==> config.mk <==
export PLATFORM = sky130hd
export DESIGN_NAME = max_select_reg
export DESIGN_NICKNAME = d
export VERILOG_FILES = /design/src/rtl/max_select_reg.sv
export SDC_FILE = /design/constraint.sdc
export NUM_CORES = 1
export LEC_CHECK = 0
export CORE_MARGIN = 2
export CORE_UTILIZATION = 52
export CTS_BUF_LIST = sky130_fd_sc_hd__clkbuf_4
export DETAILED_ROUTE_END_ITERATION = 6
export HOLD_SLACK_MARGIN = 0.12
export PLACE_DENSITY = 0.95
export SLEW_MARGIN = 20
export SYNTH_ARGS = -nofsm -noshare
export SYNTH_HDL_FRONTEND = slang
export SYNTH_SLANG_ARGS = --single-unit
==> constraint.sdc <==
create_clock -name clk -period 1.53 [get_ports clk]
set_input_delay 0.2295 -clock clk [delete_from_list [all_inputs] [get_ports clk]]
set_output_delay 0.2295 -clock clk [all_outputs]
set_load 0.01 [all_outputs]
==> src/rtl/max_select_reg.sv <==
// Registered signed two-input maximum selector.
// This is the compare primitive for the max-pooling datapath.
// It captures max(i1, i2) on each enabled edge, records the winner,
// and flags that a result is held. On a tie, i1 wins.
module max_select_reg #(
  parameter int WIDTH = 32
) (
  input  logic             clk,
  input  logic             rst,
  input  logic [WIDTH-1:0] i1,
  input  logic [WIDTH-1:0] i2,
  input  logic             en,
  output logic [WIDTH-1:0] value,
  output logic             sel,
  output logic             valid
);

  logic [WIDTH:0] diff;
  logic           i1_ge;

  // Sign-extend both operands by one bit before subtracting.
  // The WIDTH+1-bit difference then cannot overflow, and its MSB is
  // the true sign of (i1 - i2), even for the most-negative/most-positive extremes.
  always_comb begin
    diff  = {i1[WIDTH-1], i1} - {i2[WIDTH-1], i2};
    i1_ge = ~diff[WIDTH];
  end

  // Capture the winner on enabled edges; hold otherwise; clear asynchronously on reset.
  always_ff @(posedge clk or posedge rst) begin
    if (rst) begin
      value <= '0;
      sel   <= 1'b0;
      valid <= 1'b0;
    end else if (en) begin
      value <= i1_ge ? i1 : i2;
      sel   <= ~i1_ge;
      valid <= 1'b1;
    end
  end

endmodule

==> results of run 1 <==
-- through the flow --
| step | TNS (ps) | hold WS, ps | worst slack, ps | cells |
|---|---|---|---|---|
| after floorplan | -17040 | 371 | -534 | 398 |
| after global placement | -39810 | 455 | -1240 | 609 |
| after detailed placement | -43140 | 452 | -1380 | 609 |
| after CTS | -15460 | 179 | -560 | 639 |
-- cell families after synthesis --
group,after synthesis,synth area share [%]
flops,34,27.6
simple gates,212,39.1
mux,2,0.691
compound gates,55,10.3
xor+xnor,1,0.285
fa+ha+maj,31,12.6
buf+inv,63,9.39
-- timing repair --
action | CTS
setup buffers | 13
pin swaps | 47
gates cloned | 9
hold buffers | 0
setup endpoints to repair | 35
hold endpoints to repair | 0
gates resized for setup | 226
==> impl_results.md, run 1 <==
- Sink Count: 34
- Tool error: [ERROR DPL-0038] Utilization greater than 100%, impossible to legalize
- Top_reg_cell synth: dfrtp_1
- Async SR Flop Fraction: 100%
- Failed at: global routing
- WEP type: register input
- Sequential area share after synthesis: 27.6%
- Top cells by area, synth: dfrtp_1, ha_1, nand4b_1
- Final HPWL DP: 7260 µm
- Rows: 28
- GRT worst endpoint: value[25]$_DFFE_PP0P_/D
- Root buf cell: clkbuf_4
- Global placer's final weighted congestion: 0.873
- Syn_area_per_cell: 7.73 µm²
- Yosys warns: 0
- Library cells used by synthesis: 31
- Seq cells post-synth: 34
- Post-DP Area: 4750 µm²
- Cells after Synth: 398
- Synth Cell Area: 3080 µm²
- Count leader, synth: nand3_1
- Die Y: 80.9 µm
- Die Wd: 80.9 µm
- Top post-synthesis cells by count: nand3_1, nand2_1, nand4b_1
- Number of enable flip-flop cells after synthesis: 0
- CTS H-tree depth: 2
- Largest net degree at the start of global routing: 40
- I/O pins: 101
- Run status: stopped before the end
- Initial Util: 52.9%
- PortBufs: 100
- Num CTS Buffers: 5
- Post-synth top area share: 27.6%
- Clock Path Buffers: 2
- Net Count, Synth: 496
- Synth area leader: dfrtp_1
==> inputs of run 2 (changes only) <==
--- a/config.mk
+++ b/config.mk
@@ -6,11 +6,9 @@
 export NUM_CORES = 1
 export LEC_CHECK = 0
 export CORE_MARGIN = 2
-export CORE_UTILIZATION = 52
-export CTS_BUF_LIST = sky130_fd_sc_hd__clkbuf_4
+export CORE_UTILIZATION = 40
 export DETAILED_ROUTE_END_ITERATION = 6
-export HOLD_SLACK_MARGIN = 0.12
-export PLACE_DENSITY = 0.95
+export PLACE_DENSITY_LB_ADDON = 0.15
 export SLEW_MARGIN = 20
 export SYNTH_ARGS = -nofsm -noshare
 export SYNTH_HDL_FRONTEND = slang
==> run 2 against run 1 <==
Against the previous run: the flow now finishes, with violations (setup timing); synthesized area did not move; synthesized cell count stayed put.
==> impl_results.md, run 2 <==
- Top_reg_cell synth: dfrtp_1
- Via count: 3,615
- Drt first pass iters: 4
- Post-DP Area: 4780 µm² (+0.68%)
- Top post-synthesis cells by count: nand3_1, nand2_1, nand4b_1
- CP Depth: 12
- Failing checks: setup timing
- Die Wd: 91.7 µm (+13%)
- Peak supply drop: 0.496 mV
- Min Hold Slack: 206 ps
- Root buf cell: clkbuf_8
- Worst Path Buf+Inv: 4
- # diodes: 0
- Num CTS Buffers: 5 (unchanged)
- Pwr dens: 700 nW/µm²
- Synth area leader: dfrtp_1
- Tightest Pin Transition: 400 ps
- Library cells used by synthesis: 31 (unchanged)
- Syn_area_per_cell: 7.73 µm² (unchanged)
- Reg clk slew, reported paths: 70 ps
- Most frequent cells in the layout: buf_4, nand2_1, nand4b_1
- Worst-Skew Late Latency: 290 ps
- Worst EP required: 1700 ps
- First-pass GRT wire length: 17,900 µm
- Synth Cell Area: 3080 µm² (unchanged)
- Cts hold-fix bufs: 0 (unchanged)
- CP delay by family, top: compound AO/OA/AOI/OAI gates
- Largest net degree at the start of global routing: 35
- Worst path most repeated cell: buf_12
- Seq cells post-synth: 34 (unchanged)
- Yosys warns: 0 (unchanged)
- Clock Skew: 0 ps
- Post-synth top area share: 27.6% (unchanged)
- Net Count, Synth: 496 (unchanged)
- Die Y: 91.7 µm (+13%)
- Final setup viols: 33
- Final #Nets: 656
- Fraction of layout cells with a size suffix above 1: 41.3%
- Initial Util: 41.8% (-11 points)
- Final global-route overflow total: 0
- Initial antenna violation count: 0
- Synthesis-to-finish area growth: 84.2%
- Largest registers: value: 32 flops, sel: 1 flops, valid: 1 flops
- Most common cell after layout, fill and taps aside: buf_4
- Setup Crit Path Kind: primary input to flop
- Relative slew slack: 73.2%
- Max reg flops: 32
- GRT Total Usage: 26.2%
- Global placer's final weighted congestion: 0.779 (-11%)
- PortBufs: 100 (unchanged)
- Max_cap viols: 0
- CP max FO: 7
- Worst Hold Class: primary input to flop
- CTS tree: done
- Final hold vios: 0
- 1st-iter DRT viols: 189
- Setup TNS: -16,040 ps
- Placeable core area: 7370 µm²
- CP Launch Type: primary input
- Min-Delay Path Depth: 3
- Run status: finished with violations
- WP data arrival: 2270 ps
- Cells after Synth: 398 (unchanged)
- Drt wl/cell: 16.8 µm
- Largest Register: value
- Number of enable flip-flop cells after synthesis: 0 (unchanged)
- Sequential area share after synthesis: 27.6% (unchanged)
- Final worst path period share: 138%
- Number of global-route vias before repair: 3,749
- I/O pins: 101 (unchanged)
- Unrepaired setup endpoints after global routing: true
- Detailed-route DRC error count: 0
- Worst Reg-to-Reg Cells: 1
- Cell Chain, Critical Path: buf_4, ha_4, a21oi_2, nand2_1, a221o_1, a2111oi_4, o21ai_4, buf_12, buf_12, buf_16, nand3_1, nand4b_1
- Sink Count: 34 (unchanged)
- Die area: 8410 µm²
- Total chip power: 3.97 mW
- Detailed Route WL: 11,000 µm
- Final HPWL DP: 6820 µm (-6.1%)
- Final ANT Viol Nets: 0
- Crit end category: flop
- Rows: 31 (+11%)
- Post-layout min period: 2110 ps
- Leak pwr: 2.43 nW
- Critical-path top delay cell: a2111oi_4
- Top cells by area, synth: dfrtp_1, ha_1, nand4b_1
- Via density: 5.51
- Async SR Flop Fraction: 100% (unchanged)
- PnR worst setup slack: -576 ps
- Max-slew violation count: 0
- Fmax: 475 MHz
- Final instance area: 5670 µm²
- Clock Path Buffers: 2 (unchanged)
- CTS H-tree depth: 2 (unchanged)
- Count leader, synth: nand3_1
- Highest cell delay on the worst timing path: 360 ps
- FILL cells: 505
## run 2: cell counts after synthesis
Identical to the previous run, type by type.
## run 2: repair_timing
| item | 4_1_cts | 5_1_grt |
|---|---|---|
| gates cloned | 9 | 1 |
| endpoints found under the setup margin | 33 | 33 |
| setup buffers | 11 | 4 |
| gates resized for setup | 203 | 81 |
| pin swaps | 49 | 38 |
## run 2: logic make-up after synthesis
kind of cell,count (synthesis),share of synthesized area (%)
simple gates,212,39.1
xor+xnor,1,0.285
compound gates,55,10.3
buf+inv,63,9.39
fa+ha+maj,31,12.6
flops,34,27.6
mux,2,0.691
## run 2: worst paths after layout
check | start | slack (ps) | to
max | i1[22] | -580 | value[4]
min | i1[6] | 210 | value[6]
max reg2reg | sel | 720 | sel
min reg2reg | valid | 480 | valid
max in group asynchronous | rst | 1040 | value[11]
min in group asynchronous | rst | 290 | value[3]
## run 2: area by class of cell
| type | count | area, µm² | area share [%] |
|---|---|---|---|
| Clock buffer | 6 | 82.6 | 1.46 |
| Sequential cell | 34 | 851 | 15.0 |
| Multi-Input combinational cell | 301 | 2540 | 44.8 |
| Inverter | 32 | 145 | 2.56 |
| Timing Repair Buffer | 184 | 1930 | 34.0 |
| Tap cell | 99 | 124 | 2.18 |
## run 2: metal layers
layer	part of all wire [%]	global-route usage, %	wire, µm
met2	52	46.5	5760
met5	0	0	0
met3	4.2	3.37	458
met1	42	33.2	4620
met4	1.5	7.34	170
## run 2: power by group
part           switching, mW  internal (mW)  leakage [nW]
sequential             0.104           1.07         0.414
clock                  0.347          0.348        0.0431
combinational          0.924           1.18          1.97
## run 2: tightest hold or removal path, delay by kind of cell
kind / cells / cell delay, ps
buffers and inverters: 1 / 90
AND/OR/NAND/NOR: 2 / 140
## run 2: per-stage QoR
stage,setup WS (ps),utilization (%),instances
finish,-576,76.9,656
global route,-615,76.9,656
CTS,-643,75.1,656
detailed placement,-1410,64.9,630
global placement,-1300,64.9,630
floorplan,-534,-,398
No activity file was read; power rests on OpenSTA's default activity.
